File: config.mk
export PLATFORM = sky130hd
export DESIGN_NAME = seg7_pattern_decoder
export DESIGN_NICKNAME = d
export VERILOG_FILES = /design/src/rtl/seg7_pkg.sv /design/src/rtl/seg7_pattern_lookup.sv /design/src/rtl/seg7_pattern_decoder.sv
export SDC_FILE = /design/constraint.sdc
export NUM_CORES = 1
export LEC_CHECK = 0
export BUFFER_PORTS_ARGS = -buffer_cell sky130_fd_sc_hd__buf_4
export CORE_AREA = 2 2 68 70
export CTS_CLUSTER_SIZE = 24
export DETAILED_ROUTE_END_ITERATION = 10
export DIE_AREA = 0 0 70 72
export PLACE_DENSITY_LB_ADDON = 0.05
export SETUP_SLACK_MARGIN = 0.05
export SYNTH_ARGS = -nofsm -noshare
export SYNTH_HDL_FRONTEND = slang
export SYNTH_SLANG_ARGS = --single-unit
File: constraint.sdc
create_clock -name clk_2 -period 2.1 [get_ports clk_2]
set_clock_uncertainty 0.05 [all_clocks]
set_input_delay 0.315 -clock clk_2 [delete_from_list [all_inputs] [get_ports clk_2]]
set_output_delay 0.315 -clock clk_2 [all_outputs]
set_load 0.02 [all_outputs]
File: src/rtl/seg7_pkg.sv
// Shared 7-segment definitions: pattern type, hex glyph constants, symbol kinds and
// the decoder's handshake states.
package seg7_pkg;

  typedef logic [6:0] seg_t;

  // Active-high segments, bit0=a .. bit6=g.
  localparam seg_t SEG_0     = 7'h3F;
  localparam seg_t SEG_1     = 7'h06;
  localparam seg_t SEG_2     = 7'h5B;
  localparam seg_t SEG_3     = 7'h4F;
  localparam seg_t SEG_4     = 7'h66;
  localparam seg_t SEG_5     = 7'h6D;
  localparam seg_t SEG_6     = 7'h7D;
  localparam seg_t SEG_7     = 7'h07;
  localparam seg_t SEG_8     = 7'h7F;
  localparam seg_t SEG_9     = 7'h6F;
  localparam seg_t SEG_A     = 7'h77;
  localparam seg_t SEG_B     = 7'h7C;
  localparam seg_t SEG_C     = 7'h39;
  localparam seg_t SEG_D     = 7'h5E;
  localparam seg_t SEG_E     = 7'h79;
  localparam seg_t SEG_F     = 7'h71;
  localparam seg_t SEG_BLANK = 7'h00;

  typedef enum logic [1:0] {
    KIND_DIGIT   = 2'd0,
    KIND_BLANK   = 2'd1,
    KIND_INVALID = 2'd2
  } kind_t;

  typedef enum logic {
    StTrack,
    StPresent
  } state_t;

endpackage

File: src/rtl/seg7_pattern_lookup.sv
// Combinational segment-pattern to symbol lookup; also usable as a reference model
// for the encoder.
module seg7_pattern_lookup
  import seg7_pkg::*;
(
  input  seg_t        seg_i,
  output kind_t       kind_o,
  output logic [3:0]  nibble_o
);

  always_comb begin
    kind_o   = KIND_DIGIT;
    nibble_o = 4'h0;
    case (seg_i)
      SEG_0:     nibble_o = 4'h0;
      SEG_1:     nibble_o = 4'h1;
      SEG_2:     nibble_o = 4'h2;
      SEG_3:     nibble_o = 4'h3;
      SEG_4:     nibble_o = 4'h4;
      SEG_5:     nibble_o = 4'h5;
      SEG_6:     nibble_o = 4'h6;
      SEG_7:     nibble_o = 4'h7;
      SEG_8:     nibble_o = 4'h8;
      SEG_9:     nibble_o = 4'h9;
      SEG_A:     nibble_o = 4'hA;
      SEG_B:     nibble_o = 4'hB;
      SEG_C:     nibble_o = 4'hC;
      SEG_D:     nibble_o = 4'hD;
      SEG_E:     nibble_o = 4'hE;
      SEG_F:     nibble_o = 4'hF;
      SEG_BLANK: kind_o   = KIND_BLANK;
      default:   kind_o   = KIND_INVALID;
    endcase
  end

endmodule

File: src/rtl/seg7_pattern_decoder.sv
// Debounces a 7-segment pattern, decodes each newly stable pattern and presents it
// once over a valid/ready handshake, flagging symbols dropped while stalled.
module seg7_pattern_decoder
  import seg7_pkg::*;
#(
  parameter int unsigned STABLE_CYCLES = 4,
  parameter int unsigned CNT_W         = 8
) (
  input  logic             clk_2,
  input  logic             reset_n,
  input  logic [6:0]       seg_in,
  input  logic             out_ready,
  input  logic             ovr_clr,
  output logic             out_valid,
  output logic [3:0]       out_data,
  output logic [1:0]       out_kind,
  output logic             overrun,
  output logic [CNT_W-1:0] sym_count
);

  localparam logic [CNT_W-1:0] CntMax = CNT_W'(STABLE_CYCLES - 1);

  seg_t             seg_q, cand_q, cand_d, last_acc_q, last_acc_d;
  logic [CNT_W-1:0] cnt_q, cnt_d, sym_count_q, sym_count_d;
  logic [3:0]       out_data_q, out_data_d;
  kind_t            out_kind_q, out_kind_d;
  logic             overrun_q, overrun_d;
  state_t           state_q, state_d;
  logic             qualify;
  kind_t            lut_kind;
  logic [3:0]       lut_nibble;

  seg7_pattern_lookup u_lookup (
    .seg_i    (cand_q),
    .kind_o   (lut_kind),
    .nibble_o (lut_nibble)
  );

  always_comb begin
    cand_d = cand_q;
    cnt_d  = cnt_q;
    if (seg_q != cand_q) begin
      cand_d = seg_q;
      cnt_d  = '0;
    end else if (cnt_q < CntMax) begin
      cnt_d = cnt_q + 1'b1;
    end
  end

  // Once accepted, last_acc equals cand, so each stable run qualifies at most once.
  assign qualify    = (cand_q == seg_q) && (cnt_q == CntMax) && (cand_q != last_acc_q);
  assign last_acc_d = qualify ? cand_q : last_acc_q;

  always_comb begin
    state_d     = state_q;
    out_data_d  = out_data_q;
    out_kind_d  = out_kind_q;
    sym_count_d = sym_count_q;
    overrun_d   = ovr_clr ? 1'b0 : overrun_q;
    unique case (state_q)
      StTrack: begin
        if (qualify) begin
          out_data_d = lut_nibble;
          out_kind_d = lut_kind;
          state_d    = StPresent;
        end
      end
      StPresent: begin
        if (out_ready) begin
          sym_count_d = sym_count_q + 1'b1;
          if (qualify) begin
            out_data_d = lut_nibble;
            out_kind_d = lut_kind;
          end else begin
            state_d = StTrack;
          end
        end else if (qualify) begin
          overrun_d = 1'b1;
        end
      end
      default: state_d = StTrack;
    endcase
  end

  always_ff @(posedge clk_2 or negedge reset_n) begin
    if (!reset_n) begin
      seg_q       <= '0;
      cand_q      <= '0;
      cnt_q       <= '0;
      last_acc_q  <= SEG_BLANK;
      state_q     <= StTrack;
      out_data_q  <= '0;
      out_kind_q  <= KIND_DIGIT;
      overrun_q   <= 1'b0;
      sym_count_q <= '0;
    end else begin
      seg_q       <= seg_in;
      cand_q      <= cand_d;
      cnt_q       <= cnt_d;
      last_acc_q  <= last_acc_d;
      state_q     <= state_d;
      out_data_q  <= out_data_d;
      out_kind_q  <= out_kind_d;
      overrun_q   <= overrun_d;
      sym_count_q <= sym_count_d;
    end
  end

  assign out_valid = (state_q == StPresent);
  assign out_data  = out_data_q;
  assign out_kind  = out_kind_q;
  assign overrun   = overrun_q;
  assign sym_count = sym_count_q;

endmodule

[Word-level counts from Yosys, hierarchy flattened]
Index checks and enable logic that the tools add are counted.
Widths: inputs -> output; s select.
Operators by class
  $add $sub $neg: 2
  order comparisons: 1
  equality and inequality tests: 21
  mux-type cells: 17
  bitwise logic cells: 1
  reduce and logical (&&, ||, !) cells: 6
Operators with widths (number)
  $eq 7x7->1 const B: 12
  $pmux 4 s15: 1
  $add 8x1->8 const B: 2
  $mux 8: 2
  $reduce_or 16->1: 1
  $eq 7x3->1 const B: 2
  $eq 7x6->1 const B: 2
  $ne 7x7->1: 2
  $eq 8x2->1 const B: 1
  $lt 8x2->1 const B: 1
  $mux 4: 2
  $pmux 2 s2: 2
  $pmux 4 s2: 1
  $eq 7x7->1: 1
  $logic_not 7->1: 1
  $mux 1: 6
  $mux 2: 2
  $logic_and 1x1->1: 2
  $ne 2x2->1 const B: 1
  $pmux 1 s2: 1
  $reduce_and 2->1: 1
  $reduce_bool 2->1: 1
  $not 1->1: 1
Storage, ports and cells
  flip-flop bits (word level): 45
  input bits: 11
  output and inout port bits: 16
  logic and storage cells: 57

[Depth between registers and ports, before layout]
  word-level depth: 6
  depth in mapped cells: 7
  gate-level depth less buffers: 5

[Hierarchy]
A second synthesis with hierarchy kept.
Unflattened totals
  cell total of the unflattened synthesis: 187
  area, all modules: 2135.8 um^2
Modules (own cells, without submodules)
  seg7_pattern_decoder: times used 1, cells each 127, area an instance 1752.9 um^2, sequential area each 1126.1 um^2
  seg7_pattern_lookup: times used 1, cells each 60, area an instance 382.9 um^2, sequential area each 0.0 um^2

[Least setup slack after synthesis]
No wires, ideal clock.
  kind: reg2reg
  start point: register cnt_q[3]
  end point: register out_data_q[0] (netlist: out_data[0])
  setup time: 0.125 ns
  arrival time: 1.857 ns
  required time: 1.925 ns
  path slack: 0.068 ns
  stages on the path, launching flop included: 6
  path buffers: 0
  period minus slack after synthesis: 2.032 ns
  cell sequence: dfrtp_1 > or4_4 > nor3_4 > nand3_1 > nor3b_4 > mux2_2
Between the ends
  cells in the longest elaborated chain, start to end: 6
Ends and longest elaborated chain
  start, declared: line seg7_pattern_decoder.sv:24  | logic [CNT_W-1:0] cnt_q, cnt_d, sym_count_q, sym_count_d;
  start signal, assigned: line seg7_pattern_decoder.sv:99  | cnt_q <= cnt_d;
  $eq 8x2->1 (*): line seg7_pattern_decoder.sv:51  | assign qualify = (cand_q == seg_q) && (cnt_q == CntMax) && (cand_q != last_acc_q);
  $logic_and 1x1->1 (*) (2 in a row): line seg7_pattern_decoder.sv:51
  $mux 4 (*)
  $mux 4
  $pmux 4 s2 (*)
  end signal, assigned: line seg7_pattern_decoder.sv:102  | out_data_q <= out_data_d;
  end, declared: line seg7_pattern_decoder.sv:25  | logic [3:0] out_data_q, out_data_d;
Mark *: on every way between the ends. The rest lies on a longest branch, timed or not. The select of a mux whose other input is x is not followed.
A chain may end at the register's enable or synchronous reset.

[Final worst setup path]
  start point: register cnt_q[7]
  end point: register out_kind_q[1] (netlist: out_kind[1])
Between the ends
  cells in the longest elaborated chain, start to end: 6
Ends and longest elaborated chain
  $eq 8x2->1 (*): line seg7_pattern_decoder.sv:51
  $logic_and 1x1->1 (*) (2 in a row): line seg7_pattern_decoder.sv:51
  $mux 2 (*)
  $mux 2
  $pmux 2 s2 (*)
  end signal, assigned: line seg7_pattern_decoder.sv:103  | out_kind_q <= out_kind_d;
  end, declared: line seg7_pattern_decoder.sv:26  | kind_t out_kind_q, out_kind_d;
Marked as above.

==> run_results.csv <==
group,metric,value,unit
synth,async_flop_share,1.000,
finish,multi_input_area,958.4,um^2
synth,synth_sequential_area_ratio,0.5272,
route,viasPerCell,5.374,
placed_design,placedCellCount,254,
grt,antenna_found_initial,0,
timing,worst_slack,0.02507,ns
synth,syn-cell-area,0.002136,mm^2
cts,cts_root_buf,"clkbuf_8",
floorplanning,rows,24,
synth,netlist_instances,185,
grt,track_usage,0.1674,
setup_path,endpoint_kind,"register",
synth,synthSimpleGateAreaFrac,0.1892,
synth,avgSynthCellArea,11.54,um^2
synth,synthAdderAreaFrac,0.01172,
floorplanning,design.portCount,27,
synth,synth_top_area_share,0.5272,
grt,grt_pass1_vias,1460,
placed_design,gp_congestion,0.7417,
grt,grt_start_max_net_pins,46,
route,drt_pass1_iterations,4,
finish,fin_util,0.6068,
placed_design,port_buffers,26,
route,drtIter0Drc,53,
synth,synth-seq-cells,45,
status,outcome,"finished, final reports clean",
worst_hold_path,min_path_type,"primary input to register",
cts,cts_max_level,2,
grt,grt_overflow,0,
finish,seq_area,0.001126,mm^2
timing,worst_pin_slew,0.5490,ns
power_and_ir_drop,seq_power_share,0.525,
route,vias,1424,
route,ant_nets,0,
timing,rsz0062_at_grt,"yes",
timing,final_hold_viol_count,0,
synth,synth_ff_type,"dfrtp_1",
finish,antenna_cells,0,
timing,fin_crit_sh,0.9881,
power_and_ir_drop,power.share.clock,0.386,
finish,num-nets-final,225,
power_and_ir_drop,power.density,666.3,mW/mm^2
floorplanning,initial_utilization,0.5009,
floorplanning,dieHeight,72,um
floorplanning,coreArea,0.004264,mm^2
synth,synth_top_family_by_area,"simple AND/OR/NAND/NOR gates",
power_and_ir_drop,p_comb_frac,0.090,
synth,ys_warn_count,0,
synth,synth_compound_area_frac,0.05038,
timing,finalSetupViolations,0,
cts,clk_pin_slew_worst_paths,0.08,ns
power_and_ir_drop,switchingPower,0.3839,mW
power_and_ir_drop,swShare,0.2227,
setup_path,crit_type,"register to register",
timing,slew_headroom,0.6340,
finish,n_fill_cell,386,
synth,synth.area.mux_share,0.07850,
floorplanning,die-area,0.005040,mm^2
grt,grt_pass1_wl,6734,um
timing,maxSlewViolCount,0,
synth,synth_edf_count,0,
power_and_ir_drop,peakVddDrop,0.5491,mV
setup_path,cp.required,2.23,ns
synth,synth_nets,198,
setup_path,worstPathMaxFanout,6,
cts,clkLatencyLatePin,0.29,ns
synth,synth.largest_area_cell,"dfrtp_1",
power_and_ir_drop,power_leakage,1.224,nW
cts,cts_buffer_depth,2,
power_and_ir_drop,p_int,1.340,mW
job,cap_violations,0,
cts,cts_tree,"done",
setup_path,start_kind,"register",
synth,ys_types,41,
cts,cts_buffers,5,
setup_path,worst_ep_arrival_time,2.20,ns
cts,numClockSinks,45,
finish,final_cells,265,
placed_design,dpl.hpwl,2780,um
route,routed_wirelength,3934,um
finish,area_growth,21.15,%
synth,synth_xor_area_frac,0.09842,
finish,drive_above_1_share,0.3192,
floorplanning,die_w,70,um
synth,synthTopCellsByArea,"dfrtp_1 (53%), mux2_2 (7.4%), xor2_1 (5.3%)",
placed_design,dp_slack,-0.04886,ns
route,drc_errors,0,
timing,period_needed,2.075,ns
route,post_drt_wl_per_cell,14.85,um
timing,max_freq,0.4819,GHz
==> cell families after synthesis <==
group,after synthesis
adders and majority gates,2
buffers and inverters,21
and+or+nand+nor,62
AOI/OAI and AO/OA,16
muxes,15
xor gates and xnor gates,24
DFF,45
==> layout by cell type (no fill, tap or decap), types with 2 or more instances in the layout <==
cell      synthesis  layout
nand2_1           8       8
mux2_2           14       7
nor4_1            5       3
o211ai_1          3       3
xnor2_1          11      11
nor2_1            8       8
buf_4             1      36
a21oi_1           4       4
nand4_1           3       3
dfrtp_1          45      45
and2_1            6       6
xor2_1           13      13
and4b_1           2       2
nor3b_1           2       2
o32ai_1           2       2
mux2_4            0       7
o21ai_0           2       2
nand3_1           7       6
buf_6             1       3
and3_1            3       3
nor4_2            0       2
nor2b_1           5       5
clkbuf_8          0       6
ha_1              2       2
nor4b_1           3       3
==> synth_stat cells (2+ instances only) <==
library cell  instances
nor3b_1               2
nand4_1               3
xnor2_1              11
mux2_2               14
and3_1                3
nor4_1                5
nand2_1               8
xor2_1               13
nor2_1                8
and2_1                6
o32ai_1               2
nor2b_1               5
nand3_1               7
dfrtp_1              45
ha_1                  2
and4b_1               2
o211ai_1              3
a21oi_1               4
buf_2                 4
clkbuf_1             14
o21ai_0               2
nor4b_1               3
==> sequential cells by signal, summed over array words and instances (netlist names), 2 cells and up <==
register and count:
out_kind 2, cnt_q 8, out_data 4, seg_q 7
sym_count 8, cand_q 7, last_acc_q 7
==> power groups by stage <==
stage | clock (mW) | sequential, mW | combinational, mW
3_5_place_dp | 0 | 0.923 | 0.149
6_report | 0.665 | 0.905 | 0.154
4_1_cts | 0.685 | 0.906 | 0.153
2_1_floorplan | 0 | 0.926 | 0.0846
5_1_grt | 0.724 | 0.908 | 0.173
3_3_place_gp | 0 | 0.921 | 0.144
==> critical path: stages, from the launching register on <==
cell and delay, ns:
dfrtp_1 0.38, or4_4 0.56, nor3_4 0.21, nand3_2 0.12, nor3b_4 0.18, buf_6 0.16, mux2_4 0.30
==> metal layers <==
| metal | share of wire | up-vias | global-route usage |
|---|---|---|---|
| met5 | 0 | - | 0 |
| li1 | - | 697 | - |
| met4 | 0.0048 | 0 | 0.04487 |
| met2 | 0.48 | 29 | 0.2593 |
| met1 | 0.48 | 696 | 0.2394 |
| met3 | 0.036 | 2 | 0.04028 |
==> cell type report <==
class / instances / share of cell area
Clock buffer: 6 / 0.03191
Sequential cell: 45 / 0.4352
Clock inverter: 2 / 0.01451
Timing Repair Buffer: 40 / 0.1214
Multi-Input combinational cell: 119 / 0.3704
Inverter: 1 / 0.001451
Tap cell: 52 / 0.02515
==> worst paths after layout <==
kind	startpoint	to	slack (ns)	depth (start not counted)
hold / removal	seg_in[5]	seg_q[5]$_DFF_PN0_	0.08	1
max in group asynchronous	reset_n	cand_q[1]$_DFFE_PN0N_	1.12	2
setup reg to reg	cnt_q[7]$_DFFE_PN0P_	out_kind[1]$_DFFE_PN0P_	0.03	6
min in group asynchronous	reset_n	out_kind[0]$_DFFE_PN0P_	0.50	2
setup / recovery	cnt_q[7]$_DFFE_PN0P_	out_kind[1]$_DFFE_PN0P_	0.03	6
hold reg to reg	seg_q[1]$_DFF_PN0_	cand_q[1]$_DFFE_PN0N_	0.35	0
==> stage by stage <==
step           cell area, um^2  setup TNS [ns]  hold WS [ns]  power [mW]
5_1_grt                   2587         -0.3263       0.04957       1.805
4_1_cts                   2555               0       0.06735       1.743
3_5_place_dp              2387         -0.2195        0.2951       1.072
2_1_floorplan             2136               0      -0.03059       1.010
6_report                  2587               0       0.07629       1.724
3_3_place_gp              2387               0        0.2834       1.065
==> what timing repair did <==
action,4_1_cts,5_1_grt
pin swaps,4,6
cloned,0,0
endpoints found under the hold margin,45,0
hold buffers,1,0
gates resized for setup,5,8
setup endpoints to repair,13,13
setup buffers,2,1
Note: power is estimated with default switching activity, not from simulation.
